--- src/rtl/hrange_share_arbiter.sv ---
// hrange_share_arbiter
//   Lets NUM_REQ caller FSMs share one hrange-style generator. Each caller
//   pulses req_start with its (base, limit, step). The request is queued and,
//   in round-robin order, one caller at a time is granted the generator for
//   a whole run. The granted caller's arguments are issued with gen__start,
//   output beats pass straight through, and req_done pulses at run end.
// Ports
//   _clock, _reset        clock, synchronous active-high reset
//   req_start[i]          1-cycle pulse: capture requester i args, queue a run
//   req_base/limit/step   packed args, requester i at [i*WIDTH +: WIDTH]
//   req_ready[i]          consumer ready (only the granted bit matters)
//   req_valid[i], req_0   beat valid (granted bit only) and shared data
//   req_done[i]           registered 1-cycle pulse at end of requester i's run
//   grant, busy           one-hot owner (0 when idle); high in ISSUE and RUN
//   gen__reset            generator reset, follows _reset
//   gen__start            high for the single ISSUE cycle
//   gen_base/limit/step   captured args of the granted requester
//   gen__ready            consumer ready of the owner, during RUN only
//   gen__valid/done, gen_0  generator outputs
module hrange_share_arbiter #(
   parameter int NUM_REQ = 2,
   parameter int WIDTH   = 32
) (
   input  logic                     _clock,
   input  logic                     _reset,
   input  logic [NUM_REQ-1:0]       req_start,
   input  logic [NUM_REQ*WIDTH-1:0] req_base,
   input  logic [NUM_REQ*WIDTH-1:0] req_limit,
   input  logic [NUM_REQ*WIDTH-1:0] req_step,
   input  logic [NUM_REQ-1:0]       req_ready,
   output logic [NUM_REQ-1:0]       req_valid,
   output logic [WIDTH-1:0]         req_0,
   output logic [NUM_REQ-1:0]       req_done,
   output logic [NUM_REQ-1:0]       grant,
   output logic                     busy,
   output logic                     gen__reset,
   output logic                     gen__start,
   output logic [WIDTH-1:0]         gen_base,
   output logic [WIDTH-1:0]         gen_limit,
   output logic [WIDTH-1:0]         gen_step,
   output logic                     gen__ready,
   input  logic                     gen__valid,
   input  logic                     gen__done,
   input  logic [WIDTH-1:0]         gen_0
);

   localparam int IW = (NUM_REQ > 1) ? $clog2(NUM_REQ) : 1;
   localparam int SW = IW + 1;

   typedef enum logic [1:0] {
      ST_IDLE  = 2'd0,
      ST_ISSUE = 2'd1,
      ST_RUN   = 2'd2
   } state_t;

   state_t             state_r, state_s;
   logic [NUM_REQ-1:0] pending_r;
   logic [WIDTH-1:0]   base_r  [NUM_REQ];
   logic [WIDTH-1:0]   limit_r [NUM_REQ];
   logic [WIDTH-1:0]   step_r  [NUM_REQ];
   logic [NUM_REQ-1:0] grant_r;
   logic [NUM_REQ-1:0] req_done_r;
   logic [IW-1:0]      gidx_r;
   logic [IW-1:0]      rr_ptr_r;
   logic               start_r;
   logic [WIDTH-1:0]   gen_base_r, gen_limit_r, gen_step_r;
   logic [IW-1:0]      pick_s;
   logic               pick_ok_s;
   logic [SW-1:0]      sum_s;
   logic [SW-1:0]      cand_s;
   logic               run_end_s;

   // Round-robin pick: first pending requester at or after rr_ptr, wrapping.
   // Scanning offsets from high to low lets the smallest offset win.
   always_comb begin
      pick_s    = '0;
      pick_ok_s = 1'b0;
      sum_s     = '0;
      cand_s    = '0;
      for (int k = NUM_REQ - 1; k >= 0; k--) begin
         sum_s     = SW'(rr_ptr_r) + SW'(k);
         cand_s    = (sum_s >= SW'(NUM_REQ)) ? (sum_s - SW'(NUM_REQ)) : sum_s;
         pick_s    = pending_r[cand_s[IW-1:0]] ? cand_s[IW-1:0] : pick_s;
         pick_ok_s = pick_ok_s | pending_r[cand_s[IW-1:0]];
      end
   end

   // A run ends only once the generator is done with no beat left to hand over.
   assign run_end_s = (state_r == ST_RUN) && gen__done && !gen__valid;

   // Next-state logic.
   always_comb begin
      state_s = state_r;
      case (state_r)
         ST_IDLE:  state_s = pick_ok_s ? ST_ISSUE : ST_IDLE;
         ST_ISSUE: state_s = ST_RUN;
         ST_RUN:   state_s = run_end_s ? ST_IDLE : ST_RUN;
         default:  state_s = ST_IDLE;
      endcase
   end

   // State register, grant/owner, issued arguments and completion pulse.
   always_ff @(posedge _clock) begin
      if (_reset) begin
         state_r     <= ST_IDLE;
         grant_r     <= '0;
         gidx_r      <= '0;
         rr_ptr_r    <= '0;
         req_done_r  <= '0;
         start_r     <= 1'b0;
         gen_base_r  <= '0;
         gen_limit_r <= '0;
         gen_step_r  <= '0;
      end else begin
         state_r    <= state_s;
         req_done_r <= '0;
         start_r    <= 1'b0;
         case (state_r)
            ST_IDLE: begin
               if (pick_ok_s) begin
                  grant_r     <= NUM_REQ'(1) << pick_s;
                  gidx_r      <= pick_s;
                  gen_base_r  <= base_r[pick_s];
                  gen_limit_r <= limit_r[pick_s];
                  gen_step_r  <= step_r[pick_s];
                  start_r     <= 1'b1;
               end
            end
            ST_ISSUE: begin
            end
            ST_RUN: begin
               if (run_end_s) begin
                  req_done_r <= grant_r;
                  grant_r    <= '0;
                  rr_ptr_r   <= (gidx_r == IW'(NUM_REQ - 1)) ? '0 : (gidx_r + IW'(1));
               end
            end
            default: begin
               grant_r <= '0;
            end
         endcase
      end
   end

   // Per-requester request queue. A new req_start beats the ISSUE clear, so a
   // requester re-arming while it is being issued keeps its new request.
   always_ff @(posedge _clock) begin
      if (_reset) begin
         pending_r <= '0;
         for (int i = 0; i < NUM_REQ; i++) begin
            base_r[i]  <= '0;
            limit_r[i] <= '0;
            step_r[i]  <= '0;
         end
      end else begin
         for (int i = 0; i < NUM_REQ; i++) begin
            if (req_start[i]) begin
               pending_r[i] <= 1'b1;
               base_r[i]    <= req_base[i*WIDTH +: WIDTH];
               limit_r[i]   <= req_limit[i*WIDTH +: WIDTH];
               step_r[i]    <= req_step[i*WIDTH +: WIDTH];
            end else if ((state_r == ST_ISSUE) && (gidx_r == IW'(i))) begin
               pending_r[i] <= 1'b0;
            end
         end
      end
   end

   // Beat pass-through: zero latency between generator and owning consumer.
   always_comb begin
      req_valid  = '0;
      req_0      = '0;
      gen__ready = 1'b0;
      if (state_r == ST_RUN) begin
         req_valid  = grant_r & {NUM_REQ{gen__valid}};
         req_0      = gen_0;
         gen__ready = |(grant_r & req_ready);
      end else begin
         req_valid  = '0;
         req_0      = '0;
         gen__ready = 1'b0;
      end
   end

   assign req_done   = req_done_r;
   assign grant      = grant_r;
   assign busy       = (state_r != ST_IDLE);
   assign gen__reset = _reset;
   assign gen__start = start_r;
   assign gen_base   = gen_base_r;
   assign gen_limit  = gen_limit_r;
   assign gen_step   = gen_step_r;

endmodule

--- config.mk ---
export PLATFORM = sky130hd
export DESIGN_NAME = hrange_share_arbiter
export DESIGN_NICKNAME = d
export VERILOG_FILES = /design/src/rtl/hrange_share_arbiter.sv
export SDC_FILE = /design/constraint.sdc
export NUM_CORES = 1
export LEC_CHECK = 0
export CORE_MARGIN = 8
export CORE_UTILIZATION = 30
export DETAILED_ROUTE_END_ITERATION = 12
export SYNTH_ARGS = -nofsm -noshare
export SYNTH_HDL_FRONTEND = slang
export SYNTH_SLANG_ARGS = --single-unit
--- constraint.sdc ---
create_clock -name _clock -period 3.6 [get_ports _clock]
set_clock_uncertainty 0.05 [all_clocks]
set_input_delay 1.08 -clock _clock [delete_from_list [all_inputs] [get_ports _clock]]
set_output_delay 1.08 -clock _clock [all_outputs]
set_load 0.03 [all_outputs]
==> results of run 1 <==
report_power, final:
| part | switching [mW] | internal (mW) |
|---|---|---|
| clock | 1.43 | 2.07 |
| sequential | 0.158 | 4.03 |
| combinational | 1.07 | 0.802 |
| total | 2.66 | 6.90 |
how the worst max path moves through the flow:
stage	to	slack (ns)	startpoint	cells past startpoint
finish	req_0[9]	0.1	gen_0[9]	3
global route	req_0[9]	0.0009	state_r[1]$_SDFF_PP0_	4
CTS	req_0[9]	0.01	state_r[1]$_SDFF_PP0_	4
detailed placement	req_valid[0]	0.09	gen__valid	3
global placement	req_valid[0]	0.10	gen__valid	3
floorplan	base_r[0][0]$_SDFFCE_PN0P_	0.38	_reset	3
flip-flops by register name, summed over array words and instances, names as in the netlist:
| signal | count |
|---|---|
| base_r | 64 |
| gen__start | 1 |
| gen_base | 32 |
| gen_limit | 32 |
| gen_step | 32 |
| gidx_r | 1 |
| grant | 2 |
| limit_r | 64 |
| pending_r | 2 |
| req_done | 2 |
| rr_ptr_r | 1 |
| state_r | 2 |
| step_r | 64 |
metal layers:
metal  vias to the layer above  global-route usage  part of all wire
li1                       4575                   -                 -
met1                      4725               0.200              0.42
met2                       376               0.270              0.48
met3                        71              0.0456             0.072
met4                         2              0.0596             0.031
met5                         -                   0           0.00022
cells by family after synthesis:
| group | Yosys count | share of synthesized area |
|---|---|---|
| DFF | 299 | 0.627 |
| buffers and inverters | 114 | 0.0407 |
| AOI/OAI and AO/OA | 299 | 0.168 |
| and+or+nand+nor | 353 | 0.165 |
area by class of cell:
type / instances / share of cell area
Clock buffer: 52 / 0.0575
Inverter: 3 / 0.000697
Timing Repair Buffer: 391 / 0.222
Tap cell: 539 / 0.0376
Sequential cell: 299 / 0.441
Clock inverter: 13 / 0.00579
Multi-Input combinational cell: 652 / 0.235
Antenna cell: 2 / 0.000279
cells in the final DEF, fill, tap and decap left out, drive strengths merged:
master         instances
a211oi                 1
a21oi                100
a22oi                  1
a311oi                96
a31oi                  2
and2                 226
and2b                  1
and3                   2
buf                   28
bufinv                 1
clkbuf                52
clkdlybuf4s50        362
clkinv                10
dfxtp                107
diode                  2
dlygate4sd2            1
edfxtp               192
inv                    5
nand2                  2
nand2b                 3
nand3                100
nand3b                 3
nor2                   7
nor2b                  3
nor3                   2
nor4bb                 1
o21ai                 98
o21bai                 1
or2                    3
worst max-delay path, delay by kind of cell:
family / cells / cell delay (ns)
buffers and inverters: 2 / 1.14
AND/OR/NAND/NOR: 1 / 0.15
what timing repair did:
action | 4_1_cts | 5_1_grt
buffers inserted | 0 | 0
resized for setup | 1 | 2
endpoints found under the setup margin | 1 | 30
metrics by stage:
stage | std cells | instance area (µm²) | setup slack (ns) | hold slack (ns)
after CTS | 1949 | 17900 | 0.0138 | 0.469
after floorplan | 1065 | 12600 | 0.377 | 0.397
after detailed placement | 1884 | 16800 | 0.0940 | 0.440
final | 1951 | 17900 | 0.0996 | 0.470
after global routing | 1950 | 17900 | 0.000926 | 0.488
after global placement | 1884 | 16800 | 0.100 | 0.433
==> results.ini, run 1 <==
[die]
fp.dieArea_um2 = 48900
die_w_um = 221
rows = 75
pin_count = 370
initial_core_util = 0.302
fp.coreArea_um2 = 41800
die_h_um = 221

[placed_design]
gp_congestion = 0.772
hpwl_mm = 26.5
portBuffers = 369

[cts]
clk-insertion-delay-late_ns = 0.53
clk_pin_slew_ns = 0.06
numCtsBuffers = 36
hold_buffers = 0
cts_tree = done
cts_htree_levels = 2
cts_root_buf = clkbuf_16
clk_path_buf_depth = 3
cts_sinks = 299

[detailed_routing]
ant_nets = 0
drt-initial-drc-count = 777
via_per_inst = 5.00
dr.pass1.iters = 5
drc = 0
vias = 9749
routed_wl_mm = 41.3
post_drt_wl_per_cell_um = 21.2

[synth]
synth_ff_type = edfxtp_1
syn_inst = 1065
synth_enable_flop_cells = 192
synth_top_area_frac = 0.457
yosys-top-cells-area = edfxtp_1, dfxtp_1, and2_1, a311oi_2, a21oi_1
ys_types = 31
synth_nets = 1297
ys_top_cells_by_count = and2_1, edfxtp_1, dfxtp_1, a21oi_1, nand3_1
synth_top_cell_by_area = edfxtp_1
synth-seq-area-share = 0.627
ys_seq_elements = 299
syn_area_um2 = 12600
syn_avg_cell_area_um2 = 11.9
synth_warnings = 0
yosysMostFrequentCell = and2_1
async_reset_ff_frac = 0

[cells_and_area]
seqCellArea_um2 = 7910
area.growth.synth_to_final_pct = 42.2
layout.nets = 1615
multiInputGateArea_um2 = 4230
fill_cells = 3910
drive_gt1_frac = 0.0936
postLayoutCoreUtil = 0.430

[grt]
grt_max_degree = 138
grt_pass1_wl_mm = 62.9
overflow = 0
track_usage = 0.163
first_global_vias = 10100
antenna_found_initial = 3

[sta]
setup_tns_ns = 0
relSlewSlack = 0.280
slew_viol_final = 0
finalHoldViolCount = 0
clock.fmax_ghz = 0.286
period_share = 0.972
worstMarginPinSlew_ns = 1.08
rsz0062_at_grt = false
setup_viol = 0
period_needed_ns = 3.50

[worst_setup_path]
path_cells = clkdlybuf4s50_1 > and2_1 > clkdlybuf4s50_1
timing.critical_path.slowest_stage_cell = clkdlybuf4s50_1
worstPathArrival_ns = 2.37
cp-end-kind = output pin
cp_max_fo = 1
required_ns = 2.47
max_stage_delay_ns = 0.69
cpMostUsedCell = clkdlybuf4s50_1
reg2reg_slack_ns = 1.31
worst_setup_path_start_kind = primary input
critical_path_class = primary input to output pin
r2r_cells = 5
r2r_end = gen_step[2]$_SDFFE_PP0P_
reg2reg_from = state_r[1]$_SDFF_PP0_

[hold_path]
hold_path.startpoint = gidx_r$_SDFFE_PP0P_
hold_path.class = flop to flop
holdPathStages = 1
holdPathEnd = rr_ptr_r$_SDFFE_PP0P_

[power]
power_leakage_nw = 6.21
irDropWorstVdd_uv = 288
totalPowerFinal_mw = 9.56
power_density_nw_per_um2 = 533

[run_status]
status = finished clean

[run]
cap_violations = 0

No activity file was read; power rests on OpenSTA's default activity.
==> run 2, diff against run 1 <==
- SLEW_MARGIN: unset -> 20
==> results of run 2 <==
No change in the layout: final DEF, timing and power equal those of run 1.
==> run 3, diff against run 2 <==
- CTS_BUF_LIST: unset -> sky130_fd_sc_hd__clkbuf_8 sky130_fd_sc_hd__clkbuf_16
- SLEW_MARGIN: 20 -> unset
==> run 3 against run 2 <==
Worst setup slack better by 0.0024 ns. Combinational power barely moved. Sequential share of layout area did not move. Flip-flop and latch count unchanged. Critical path depth did not move. Maximum frequency is essentially flat. Critical path type unchanged. Largest power group unchanged.
==> results.ini, run 3 (synthesized netlist as in run 1, its figures left out) <==
[die]
pin_count = 370  ; unchanged
fp.dieArea_um2 = 48900  ; unchanged
fp.coreArea_um2 = 41800  ; unchanged
die_w_um = 221  ; unchanged
initial_core_util = 0.302  ; unchanged
rows = 75  ; unchanged
die_h_um = 221  ; unchanged

[detailed_routing]
routed_wl_mm = 41.3  ; about the same
vias = 9731  ; -0.18%
post_drt_wl_per_cell_um = 21.2  ; about the same
drc = 0  ; unchanged
via_per_inst = 4.99  ; -0.18%
ant_nets = 0  ; unchanged
drt-initial-drc-count = 767  ; -1.3%
dr.pass1.iters = 5  ; unchanged

[placed_design]
pre_cts_ws_ns = 0.0940  ; unchanged
placedCellCount = 1884  ; unchanged
hpwl_mm = 26.5  ; unchanged
gp_congestion = 0.772  ; unchanged
portBuffers = 369  ; unchanged

[cts]
hold_buffers = 0  ; unchanged
cts_htree_levels = 2  ; unchanged
cts_tree = done
cts_root_buf = clkbuf_16
cts_resized = 1  ; unchanged
post-cts-setup-buffers = 0  ; unchanged
clk-insertion-delay-late_ns = 0.53  ; about the same
clk_path_buf_depth = 3  ; unchanged
numCtsBuffers = 36  ; unchanged
cts_sinks = 299  ; unchanged
clk_pin_slew_ns = 0.06  ; about the same

[cells_and_area]
layout_common_cells = clkdlybuf4s50_1, and2_1, edfxtp_1
finalNonFillerCells = 1951  ; unchanged
largestRegisters = base_r x64, limit_r x64, step_r x64
fill_cells = 3910  ; unchanged
drive_gt1_frac = 0.0936  ; unchanged
layout.nets = 1615  ; unchanged
area.growth.synth_to_final_pct = 42.2  ; unchanged
final_common_cell = clkdlybuf4s50_1
postLayoutCoreUtil = 0.430  ; unchanged

[worst_setup_path]
startpoint = gen_0[9]
reg2reg_from = state_r[1]$_SDFF_PP0_
critical_path_class = primary input to output pin
r2r_cells = 5  ; unchanged
cp_max_fo = 1  ; unchanged
cp-end-kind = output pin
worst_setup_path_start_kind = primary input
required_ns = 2.47  ; about the same
worstPathArrival_ns = 2.37  ; about the same
r2r_end = gen_limit[29]$_SDFFE_PP0P_
reg2reg_slack_ns = 1.31  ; about the same
endpoint = req_0[9]

[hold_path]
hold_path.class = flop to flop

[sta]
slew_viol_final = 0  ; unchanged
period_share = 0.972  ; about the same
relSlewSlack = 0.273  ; -0.00737
clock.fmax_ghz = 0.286  ; about the same
rsz0062_at_grt = false
finalHoldViolCount = 0  ; unchanged
setup_tns_ns = 0  ; unchanged
setup_ws_ns = 0.102  ; +0.00238 ns
setup_viol = 0  ; unchanged
period_needed_ns = 3.50  ; -0.00238 ns
worstMarginPinSlew_ns = 1.09  ; +0.0111 ns

[run_status]
status = finished clean

[grt]
grt_max_degree = 138  ; unchanged
first_global_vias = 10100  ; unchanged
overflow = 0  ; unchanged
grt_pass1_wl_mm = 62.9  ; unchanged
track_usage = 0.163  ; unchanged
antenna_found_initial = 3  ; unchanged

[power]
power_density_nw_per_um2 = 531  ; -0.24%
irDropWorstVdd_uv = 290  ; +0.81%
power_leakage_nw = 6.25  ; +0.67%
totalPowerFinal_mw = 9.54  ; -0.24%

[run]
cap_violations = 0  ; unchanged

[run 3: cell count changes in the layout (fill, tap and decap cells not counted), sizes merged]
cell	delta
clkbuf	-10
inv	+10
[run 3: routing by layer]
| layer | share of wire | GRT usage |
|---|---|---|
| met5 | 0.00031 | 0 |
| met4 | 0.031 | 0.0596 |
| met3 | 0.068 | 0.0456 |
| met2 | 0.48 | 0.270 |
| met1 | 0.42 | 0.200 |
[run 3: worst min-delay path by stage]
| stage | start | end | slack (ns) | cells past startpoint |
|---|---|---|---|---|
| finish | gen_limit[31]$_SDFFE_PP0P_ | gen_limit[31]$_SDFFE_PP0P_ | 0.47 | 2 |
| global route | gen_step[16]$_SDFFE_PP0P_ | gen_step[16]$_SDFFE_PP0P_ | 0.49 | 2 |
| CTS | gidx_r$_SDFFE_PP0P_ | rr_ptr_r$_SDFFE_PP0P_ | 0.47 | 1 |
| detailed placement | gidx_r$_SDFFE_PP0P_ | rr_ptr_r$_SDFFE_PP0P_ | 0.44 | 1 |
| global placement | gidx_r$_SDFFE_PP0P_ | rr_ptr_r$_SDFFE_PP0P_ | 0.43 | 1 |
| floorplan | gidx_r$_SDFFE_PP0P_ | rr_ptr_r$_SDFFE_PP0P_ | 0.40 | 1 |
[run 3: worst max-delay path, cell delays in order]
cell	delay, ns
clkdlybuf4s50_1	0.45
and2_1	0.14
clkdlybuf4s50_1	0.69
[run 3: area by class of cell]
type                            instances  area [µm²]  share of cell area
Tap cell                              539         674              0.0376
Multi-Input combinational cell        652        4230               0.235
Antenna cell                            2        5.00            0.000279
Inverter                                3        12.5            0.000697
Clock buffer                           42         995              0.0554
Clock inverter                         23         141             0.00788
Sequential cell                       299        7910               0.441
Timing Repair Buffer                  391        3980               0.222
[run 3: per-stage QoR]
stage               hold slack [ns]  cell area (µm²)
floorplan                     0.397            12600
global placement              0.433            16800
detailed placement            0.440            16800
CTS                           0.469            17900
global route                  0.488            17900
finish                        0.469            17900
[run 3: where the power goes]
group          total [mW]  switching, mW  internal [mW]
combinational        1.87           1.07          0.802
clock                3.48           1.43           2.05
sequential           4.18          0.158           4.03
